===== src/rtl/data_mem_copier_if.sv =====
// Data-memory bus between the copier (master) and a memory (slave).
// Ports: mem_address, mem_write_data, mem_read_write, mem_read_data.
interface data_mem_copier_if #(
  parameter int ADDR_W = 8,
  parameter int DATA_W = 8
);
  logic [ADDR_W-1:0] mem_address;
  logic [DATA_W-1:0] mem_write_data;
  logic              mem_read_write;
  logic [DATA_W-1:0] mem_read_data;

  modport master (
    output mem_address,
    output mem_write_data,
    output mem_read_write,
    input  mem_read_data
  );

  modport slave (
    input  mem_address,
    input  mem_write_data,
    input  mem_read_write,
    output mem_read_data
  );
endinterface


===== src/rtl/data_mem_copier.sv =====
// Forward byte copier: READ/WRITE loop over a combinational-read memory.
// Ports: clk, rst, start/src/dst/len request, busy/done status, mem bus.
module data_mem_copier #(
  parameter int ADDR_W = 8,
  parameter int DATA_W = 8
) (
  input  logic              clk,
  input  logic              rst,
  input  logic              start,
  input  logic [ADDR_W-1:0] src,
  input  logic [ADDR_W-1:0] dst,
  input  logic [ADDR_W-1:0] len,
  output logic              busy,
  output logic              done,
  data_mem_copier_if.master mem
);

  typedef enum logic [1:0] {
    IDLE,
    READ,
    WRITE,
    DONE
  } state_t;

  state_t            r_state;
  logic [ADDR_W-1:0] r_src;
  logic [ADDR_W-1:0] r_dst;
  logic [ADDR_W-1:0] r_cnt;
  logic [DATA_W-1:0] r_buf;
  logic [ADDR_W-1:0] r_addr;
  logic              r_rw;
  logic              r_busy;
  logic              r_done;

  logic [ADDR_W-1:0] w_src_nx;
  logic [ADDR_W-1:0] w_dst_nx;
  logic              w_last;

  assign w_src_nx = r_src + ADDR_W'(1);
  assign w_dst_nx = r_dst + ADDR_W'(1);
  assign w_last   = (r_cnt == ADDR_W'(1));

  // Outputs are registered: the bus values for the next state are
  // loaded on the transition into it.
  always_ff @(posedge clk) begin
    if (rst) begin
      r_state <= IDLE;
      r_src   <= '0;
      r_dst   <= '0;
      r_cnt   <= '0;
      r_buf   <= '0;
      r_addr  <= '0;
      r_rw    <= 1'b0;
      r_busy  <= 1'b0;
      r_done  <= 1'b0;
    end else begin
      unique case (r_state)
        IDLE: begin
          if (start) begin
            r_src <= src;
            r_dst <= dst;
            r_cnt <= len;
            if (len != '0) begin
              r_state <= READ;
              r_addr  <= src;
              r_rw    <= 1'b0;
              r_busy  <= 1'b1;
            end else begin
              r_state <= DONE;
              r_done  <= 1'b1;
            end
          end
        end
        READ: begin
          r_buf   <= mem.mem_read_data;
          r_state <= WRITE;
          r_addr  <= r_dst;
          r_rw    <= 1'b1;
        end
        WRITE: begin
          r_src <= w_src_nx;
          r_dst <= w_dst_nx;
          r_cnt <= r_cnt - ADDR_W'(1);
          r_rw  <= 1'b0;
          if (w_last) begin
            // address keeps the last write target while idle
            r_state <= DONE;
            r_busy  <= 1'b0;
            r_done  <= 1'b1;
          end else begin
            r_state <= READ;
            r_addr  <= w_src_nx;
          end
        end
        DONE: begin
          r_state <= IDLE;
          r_done  <= 1'b0;
        end
        default: begin
          r_state <= IDLE;
        end
      endcase
    end
  end

  assign busy               = r_busy;
  assign done               = r_done;
  assign mem.mem_address    = r_addr;
  assign mem.mem_write_data = r_buf;
  assign mem.mem_read_write = r_rw;

endmodule


===== src/flat_wrapper.sv =====
// flat-port wrapper written by rule: the top's interface ports become plain ports
module data_mem_copier_flat 
#(
  parameter int ADDR_W = 8,
  parameter int DATA_W = 8
)
  (clk, rst, start, src, dst, len, busy, done, mem_mem_address, mem_mem_write_data, mem_mem_read_write, mem_mem_read_data);
  data_mem_copier_if #(.ADDR_W(ADDR_W), .DATA_W(DATA_W)) mem_i ();
  input  logic clk;
  input  logic rst;
  input  logic start;
  input  logic [ADDR_W-1:0] src;
  input  logic [ADDR_W-1:0] dst;
  input  logic [ADDR_W-1:0] len;
  output logic busy;
  output logic done;
  output wire logic [$bits(mem_i.mem_address)-1:0] mem_mem_address;
  output wire logic [$bits(mem_i.mem_write_data)-1:0] mem_mem_write_data;
  output wire logic [$bits(mem_i.mem_read_write)-1:0] mem_mem_read_write;
  input wire logic [$bits(mem_i.mem_read_data)-1:0] mem_mem_read_data;
  assign mem_mem_address = mem_i.mem_address;
  assign mem_mem_write_data = mem_i.mem_write_data;
  assign mem_mem_read_write = mem_i.mem_read_write;
  assign mem_i.mem_read_data = mem_mem_read_data;
  data_mem_copier #(.ADDR_W(ADDR_W), .DATA_W(DATA_W)) u_core (.clk(clk), .rst(rst), .start(start), .src(src), .dst(dst), .len(len), .busy(busy), .done(done), .mem(mem_i));
endmodule

===== config.mk =====
export PLATFORM = sky130hd
export DESIGN_NAME = data_mem_copier_flat
export DESIGN_NICKNAME = d
export VERILOG_FILES = /design/src/rtl/data_mem_copier_if.sv /design/src/rtl/data_mem_copier.sv /design/src/flat_wrapper.sv
export SDC_FILE = /design/constraint.sdc
export NUM_CORES = 1
export LEC_CHECK = 0
export BUFFER_PORTS_ARGS = -buffer_cell sky130_fd_sc_hd__buf_2
export CORE_MARGIN = 2
export CORE_UTILIZATION = 30
export DETAILED_ROUTE_END_ITERATION = 6
export HOLD_SLACK_MARGIN = 0.06
export SLEW_MARGIN = 20
export SYNTH_ARGS = -nofsm -noshare
export SYNTH_HDL_FRONTEND = slang
export SYNTH_SLANG_ARGS = --single-unit

===== constraint.sdc =====
create_clock -name clk -period 2.02 [get_ports clk]
set_input_delay 0.101 -clock clk [delete_from_list [all_inputs] [get_ports clk]]
set_output_delay 0.101 -clock clk [all_outputs]
set_load 0.02 [all_outputs]

Yosys cells after proc, flatten, opt, wreduce, memory -nomap -nowiden
Index checks and enable logic that the tools add are counted.

storage, ports and cells
  ROM bits = 0
  bits in latches = 0
  logic and storage cells = 56
  output and inout port bits = 19
  flip-flop bits (word level) = 45
  memories kept = 0
  input bits = 35
  RAM bits = 0

cells by class
  div/mod/pow operators = 0
  reductions and logical operators = 10
  bitwise gates (word level) = 0
  shift-type cells = 0
  eq/ne operators = 9
  add/subtract/negate cells = 3
  multiplexer cells = 25
  order comparisons = 0
  multipliers = 0

operators with widths
  cell                                                  number
  two-way mux 8 bit                                     6
  one-hot mux 8 bit (2 select lines)                    3
  one-hot mux 8 bit (3 select lines)                    1
  adder 8 x 1 -> 8 bit (second input constant)          2
  AND reduction 4 bit                                   3
  equality test 8 x 1 -> 1 bit (second input constant)  1
  two-way mux 1 bit                                     8
  one-hot mux 2 bit (4 select lines)                    1
  nonzero test 8 bit                                    1
  subtractor 8 x 1 -> 8 bit (second input constant)     1
  two-way mux 2 bit                                     3
  != test 2 bit (second input constant)                 3
  one-hot mux 1 bit (3 select lines)                    2
  nonzero test 3 bit                                    2
  equality test 2 bit (second input constant)           2
  != test 2 x 1 -> 1 bit (second input constant)        2
  AND reduction 3 bit                                   1
  equality test 2 x 1 -> 1 bit (second input constant)  1
  logical NOT 2 bit                                     1
  one-hot mux 1 bit (2 select lines)                    1
  AND reduction 2 bit                                   1
  nonzero test 2 bit                                    1

Logic depth before layout (Yosys ltp)
Gate-level depths: netlist of the first run.

  word-level depth = 4
  mapped depth = 10
  mapped depth without buffers = 7

Worst setup path before layout of the first run
Ideal clock, no wire load.

  kind = reg2reg
  start = register u_core.r_cnt[0]
  end = register u_core.r_addr[6], in the netlist u_core.mem.mem_address[6]
  setup time = 0.133 ns
  slack = -0.019 ns
  path buffers = 1
  data required time = 1.887 ns
  clock period less this slack = 2.039 ns
  arrival = 1.906 ns
  stages on the path, launching flop included = 8
  cell sequence = dfxtp_1 -> ha_1 -> or4b_1 -> or4_4 -> o21ai_4 -> buf_12 -> a211o_1 -> a21oi_2

on the way
  cells in the longest elaborated chain, start to end = 3

ends and longest elaborated chain
  what                           line                   RTL
  start, declared                data_mem_copier.sv:28  logic [ADDR_W-1:0] r_cnt;
  start signal, assigned         data_mem_copier.sv:62  r_cnt <= len;
  start signal, assigned         data_mem_copier.sv:83  r_cnt <= r_cnt - ADDR_W'(1);
  equality test 8 x 1 -> 1 bit   data_mem_copier.sv:41  assign w_last = (r_cnt == ADDR_W'(1));
  != test 2 bit (no line)        n/a
  AND reduction 4 bit (no line)  n/a
  end signal, assigned           data_mem_copier.sv:65  r_addr <= src;
  end signal, assigned           data_mem_copier.sv:77  r_addr <= r_dst;
  end signal, assigned           data_mem_copier.sv:92  r_addr <= w_src_nx;
  end, declared                  data_mem_copier.sv:30  logic [ADDR_W-1:0] r_addr;

Every way passes these cells.
A chain may end at the register's enable or synchronous reset.

Final worst setup path of the first run
  start = register u_core.r_cnt[1]
  end = register u_core.r_addr[4], in the netlist u_core.mem.mem_address[4]

The elaborated chain is that of the path after synthesis.

==> results of run 1 <==
==> synth_stat cells (2+ instances only) <==
cell type   n  area (um^2)
or4_1       2         15.0
nand2_1    33          124
nand4_1     3         18.8
o22ai_1     3         18.8
o21ai_0    11         55.1
clkbuf_1   20         75.1
nor2b_1     2         12.5
nand3b_1    2         15.0
mux2i_1    10          100
o32ai_1     2         17.5
a21oi_2     7         61.3
nand2b_1    2         12.5
o2bb2ai_1   3         26.3
o31ai_1     3         22.5
nor3_1     10         50.1
nand3_1    13         65.1
and3_1      3         18.8
a2bb2oi_1   2         17.5
nor2_1     48          180
a22oi_1     7         52.6
buf_1       3         11.3
nor4_1      2         12.5
dfxtp_1    45          901
nand2_2     7         43.8
a21o_1      3         22.5
ha_1        9          113
a21oi_1    22          110
a311o_1     3         30.0
a211o_1     3         26.3
a211oi_1   13         97.6
inv_1       7         26.3
==> worst register-to-register path, cell delays in order (launching register included) <==
cell,delay (ns)
dfxtp_2,0.33
inv_2,0.05
ha_1,0.12
or4b_4,0.45
or4_4,0.49
o21ai_4,0.15
buf_12,0.17
nand2_2,0.06
a21oi_2,0.11
==> metrics by stage <==
step	instance area [um^2]	worst slack, ns	utilization
after floorplan	2560	0.0111	-
after global placement	3050	-0.00402	0.370
after detailed placement	3050	-0.0559	0.370
after CTS	3260	0.00854	0.394
after global routing	3300	-0.0110	0.399
final	3300	0.0381	0.399
==> layout make-up <==
cell class / instances / share of cell area
Clock inverter: 2 / 0.0106
Inverter: 7 / 0.00797
Tap cell: 105 / 0.0398
Timing Repair Buffer: 83 / 0.168
Clock buffer: 5 / 0.0209
Sequential cell: 45 / 0.274
Multi-Input combinational cell: 251 / 0.479
==> state kept, by name, summed over array words and instances (netlist names) <==
| signal | flops |
|---|---|
| u_core.mem.mem_address | 8 |
| u_core.mem.mem_write_data | 8 |
| u_core.r_cnt | 8 |
| u_core.r_dst | 8 |
| u_core.r_src | 8 |
| u_core.r_state | 2 |
| u_core.busy | 1 |
| u_core.done | 1 |
| u_core.mem.mem_read_write | 1 |
==> what timing repair did <==
| item | 4_1_cts | 5_1_grt |
|---|---|---|
| gates resized for setup | 0 | 12 |
| endpoints found under the hold margin | 9 | 0 |
| hold buffers | 9 | 0 |
| pin swaps | 1 | 4 |
| cloned | 1 | 0 |
| setup endpoints to repair | 7 | 15 |
==> final timing paths <==
| check | cells past startpoint | slack [ns] | endpoint | start |
|---|---|---|---|---|
| worst min register to register | 2 | 0.45 | u_core.mem.mem_read_write | u_core.mem.mem_read_write |
| worst max-delay path | 8 | 0.04 | u_core.mem.mem_address[4] | u_core.r_cnt[1] |
| worst min-delay path | 3 | 0.09 | u_core.r_cnt[0] | len[0] |
| worst max register to register | 8 | 0.04 | u_core.mem.mem_address[4] | u_core.r_cnt[1] |
==> cell families (layout without fill, tap and decap cells) <==
logic type               count (synthesis)  count (layout)
AND/OR/NAND/NOR                        135             135
XOR/XNOR                                 2               2
multiplexers                            10              10
adder cells (fa/ha/maj)                  9               9
buffers and inverters                   31              97
AO/OA/AOI/OAI                           94              95
flip-flops                              45              45
==> power breakdown <==
| group | internal [mW] | total, mW | leakage (nW) | switching (mW) |
|---|---|---|---|---|
| Clock | 0.360 | 0.675 | 0.0540 | 0.314 |
| Sequential | 1.21 | 1.52 | 0.371 | 0.310 |
| Combinational | 1.27 | 2.91 | 0.904 | 1.64 |
| Total | 2.85 | 5.11 | 1.33 | 2.26 |
==> routing by layer <==
metal | vias to the layer above | share of wire | GRT usage
met1 | 1216 | 0.47 | 0.208
met3 | 6 | 0.044 | 0.0295
met4 | 0 | 0.013 | 0.0458
met5 | - | 0 | 0
met2 | 63 | 0.48 | 0.271
li1 | 1311 | - | -
==> flow_summary.ini, run 1 <==
[outcome]
status = completed

[yosys]
netlist_instances = 326
syn-cell-area_mm2 = 0.00256
yosys.cell_types.count = 54
synthArstFlopShare = 0
synth_top_family_by_area = compound AO/OA/AOI/OAI gates
synth.net_count = 370
synthFlopType = dfxtp_1
synth-edff-count = 0
ys_ff_latch = 45
synth-simple-area-share = 0.248
yosysSeqAreaShare = 0.351
synthMuxAreaShare = 0.0390
synth_compound_area_frac = 0.259
synth_fa_ha_area_frac = 0.0439
yosys_warnings = 0
syn_area_per_cell_um2 = 7.86
synth-xor-area-share = 0.00683

[worst_setup_path]
crit_family = simple AND/OR/NAND/NOR gates
path_class = reg -> reg
crit_buf_inv = 2
required_ns = 2.26
cp_max_fo = 7
critPathSlowestCell = or4_4
arrival_ns = 2.22
cp-end-kind = flop
cp-start-kind = flop
crit_chain = inv_2, ha_1, or4b_4, or4_4, o21ai_4, buf_12, nand2_2, a21oi_2
cpPeakStageDelay_ns = 0.49

[clock_network]
clockBufferDepth = 2
clkTransAtPathRegs_ns = 0.09
clock_sinks = 45
htreeDepth = 2
cts_made_buffers = 5
cts_root_buf = clkbuf_8
clock_latency_ns = 0.30
cts_tree = built
postCtsSetupBuffers = 0

[global_route]
overflow = 0
grt_pass1_wl_mm = 11.7
grtUsageTotal = 0.160
grt_max_degree = 29
grt_antenna_before_repair = 0
grt_pass1_vias = 2455

[floorplanning]
start_util = 0.310
rows = 33
die_h_um = 96.4
coreArea_mm2 = 0.00826
die_w_um = 96.4
die_area_mm2 = 0.00930
pin_count = 54

[final_layout]
drive_gt1_frac = 0.285
area_growth_pct = 28.6
multi_input_area_mm2 = 0.00158
layout.nets = 437
antenna_cells = 0
seqCellArea_um2 = 903
stdcell_count = 498
final_cell_mix = buf_2 (53), nor2_1 (47), dfxtp_1 (43), nand2_1 (33), a21oi_1 (20)
fillers = 874
final_common_cell = buf_2

[timing]
max-slew-margin-rel = 0.636
hold_viol_final = 0
finalSetupViolCount = 0
finalClockSkew_ns = 0.00478
grt_setup_unrepaired = true
period_needed_ns = 1.98
worstMarginPinSlew_ns = 0.546
fmax_ghz = 0.505
tns_ns = 0
fin_crit_sh = 0.981
final_max_slew_viol_count = 0
hold_ws_ns = 0.0870

[routing]
viasPerCell = 5.21
num_vias = 2596
drt-total-wl_mm = 7.19
routedWlPerCell_um = 14.4
drc = 0
dr.pass1.iters = 4
antenna_left = 0
drtIter0Drc = 122

[place]
placed_cells = 481
portBuffers = 53
hpwl_mm = 5.00
gp_congestion = 0.823

[power]
vdd_drop_max_mv = 0.609
power_leakage_nw = 1.33
power_mw = 5.11
power_density_mw_per_mm2 = 1550

[worst_hold_path]
hold_path_class = in -> reg

[job]
drv_cap = 0
Note: power is estimated with default switching activity, not from simulation.
==> inputs of run 2 (changes only) <==
--- a/config.mk
+++ b/config.mk
@@ -5,11 +5,13 @@
 export SDC_FILE = /design/constraint.sdc
 export NUM_CORES = 1
 export LEC_CHECK = 0
+export ABC_AREA = 1
 export BUFFER_PORTS_ARGS = -buffer_cell sky130_fd_sc_hd__buf_2
 export CORE_MARGIN = 2
 export CORE_UTILIZATION = 30
 export DETAILED_ROUTE_END_ITERATION = 6
 export HOLD_SLACK_MARGIN = 0.06
+export SKIP_CTS_REPAIR_TIMING = 1
 export SLEW_MARGIN = 20
 export SYNTH_ARGS = -nofsm -noshare
 export SYNTH_HDL_FRONTEND = slang
==> flow_summary.ini, run 2 <==
[yosys]
syn-cell-area_mm2 = 0.00257
ys_ff_latch = 45
syn_area_per_cell_um2 = 6.64
synthFlopType = dfxtp_1
netlist_instances = 387
yosysMostFrequentCell = nand2_1
yosysSeqAreaShare = 0.351
yosys.cell_types.count = 32
synth_top_area_frac = 0.351
ys_top_cells_by_count = nand2_1 (93), nor2_1 (48), a21oi_1 (46)
yosys_warnings = 0
synth.area.top_cells = dfxtp_1 (35%), nand2_1 (14%), a21oi_1 (9.0%), o21ai_0 (7.0%), nor2_1 (7.0%)
synth_top_area_cell = dfxtp_1
synthArstFlopShare = 0
synth-edff-count = 0
synth.net_count = 431

[timing]
period_needed_ns = 1.80
grt_setup_unrepaired = false
final.setup.worst_slack_ns = 0.220
final_max_slew_viol_count = 0
finalClockSkew_ns = 0.00346
hold_viol_final = 0
fmax_ghz = 0.556
tns_ns = 0
max-slew-margin-rel = 0.470
worstMarginPinSlew_ns = 0.794
finalSetupViolCount = 0
fin_crit_sh = 0.891

[floorplanning]
rows = 33
start_util = 0.311
coreArea_mm2 = 0.00826
die_area_mm2 = 0.00932
die_w_um = 96.5
die_h_um = 96.5
pin_count = 54

[worst_setup_path]
worstSetupStartpoint = u_core.r_state[0]
cp_max_fo = 23
required_ns = 2.21
r2r_start = u_core.r_state[0]
cp-start-kind = flop
cp-end-kind = flop
arrival_ns = 1.99
path_class = reg -> reg

[clock_network]
clock_latency_ns = 0.30
htreeDepth = 2
clock_sinks = 45
clockBufferDepth = 2
cts_root_buf = clkbuf_8
clkTransAtPathRegs_ns = 0.08
cts_tree = built
cts_made_buffers = 5

[power]
power_density_mw_per_mm2 = 1390
vdd_drop_max_mv = 0.518
power_mw = 4.31
power_leakage_nw = 1.43

[global_route]
grt_pass1_wl_mm = 12.0
grt_max_degree = 28
grt_antenna_before_repair = 0
grtUsageTotal = 0.166
grt_pass1_vias = 2595
overflow = 0

[routing]
drc = 0
drt-total-wl_mm = 7.15
viasPerCell = 4.81
drtIter0Drc = 156
dr.pass1.iters = 4
routedWlPerCell_um = 13.0
antenna_left = 0
num_vias = 2644

[worst_hold_path]
hold_path_class = in -> reg
hold_start = dst[0]

[place]
hpwl_mm = 5.21
gp_congestion = 0.849
portBuffers = 53
place_ws_ns = 0.218

[final_layout]
seqCellArea_um2 = 901
fillers = 914
layout.nets = 489
final_common_cell = nand2_1
drive_gt1_frac = 0.191
final_cell_mix = nand2_1 (93), buf_2 (53), nor2_1 (48), a21oi_1 (46), dfxtp_1 (45)
multi_input_area_mm2 = 0.00143
area_growth_pct = 21.0
antenna_cells = 0

[outcome]
status = completed

[job]
drv_cap = 0
==> run 2: where the power goes <==
group | internal, mW | switching [mW]
clock | 0.360 | 0.310
sequential | 1.22 | 0.242
combinational | 0.774 | 1.41
==> run 2: cell families (layout without fill, tap and decap cells) <==
| logic type | count (synthesis) | in the layout | synth area share |
|---|---|---|---|
| buffers and inverters | 55 | 113 | 0.0955 |
| adder cells (fa/ha/maj) | 9 | 9 | 0.0438 |
| AO/OA/AOI/OAI | 100 | 100 | 0.210 |
| flip-flops | 45 | 45 | 0.351 |
| XOR/XNOR | 2 | 2 | 0.00682 |
| AND/OR/NAND/NOR | 176 | 176 | 0.293 |
==> run 2: worst paths after layout <==
| kind | slack [ns] | end | depth (start not counted) |
|---|---|---|---|
| min reg2reg | 0.47 | u_core.mem.mem_read_write | 2 |
| max reg2reg | 0.22 | u_core.r_cnt[7] | 7 |
| min | 0.07 | u_core.r_dst[0] | 3 |
| max | 0.22 | u_core.r_cnt[7] | 7 |
==> run 2: layout make-up <==
| class | count | share of cell area |
|---|---|---|
| inverter | 38 | 0.0467 |
| clock inverter | 2 | 0.0113 |
| tap | 105 | 0.0423 |
| sequential | 45 | 0.290 |
| timing repair buffer | 68 | 0.128 |
| clock buffer | 5 | 0.0221 |
| multi-input combinational | 287 | 0.460 |
==> run 2: through the flow <==
| step | hold slack (ns) | util | area (um^2) | instances |
|---|---|---|---|---|
| 3_5_place_dp | 0.338 | 0.353 | 2920 | 535 |
| 2_1_floorplan | 0.236 | - | 2570 | 387 |
| 6_report | 0.0729 | 0.377 | 3110 | 550 |
| 5_1_grt | 0.0892 | 0.377 | 3110 | 550 |
| 3_3_place_gp | 0.321 | 0.353 | 2920 | 535 |
| 4_1_cts | 0.0124 | 0.366 | 3020 | 542 |
==> run 2: layer usage <==
layer  global-route usage  up-vias  share of wire
li1                     -     1372              -
met1                0.210     1202           0.46
met2                0.284       61           0.48
met3               0.0295        9          0.045
met4               0.0610        0          0.017
met5                    0        -              0
==> run 2: critical path, cell delays in order (launching register included) <==
cell	delay, ns
dfxtp_1	0.39
inv_1	0.10
ha_1	0.23
buf_4	0.18
buf_4	0.22
or2_2	0.31
a21oi_1	0.18
nor2_1	0.07
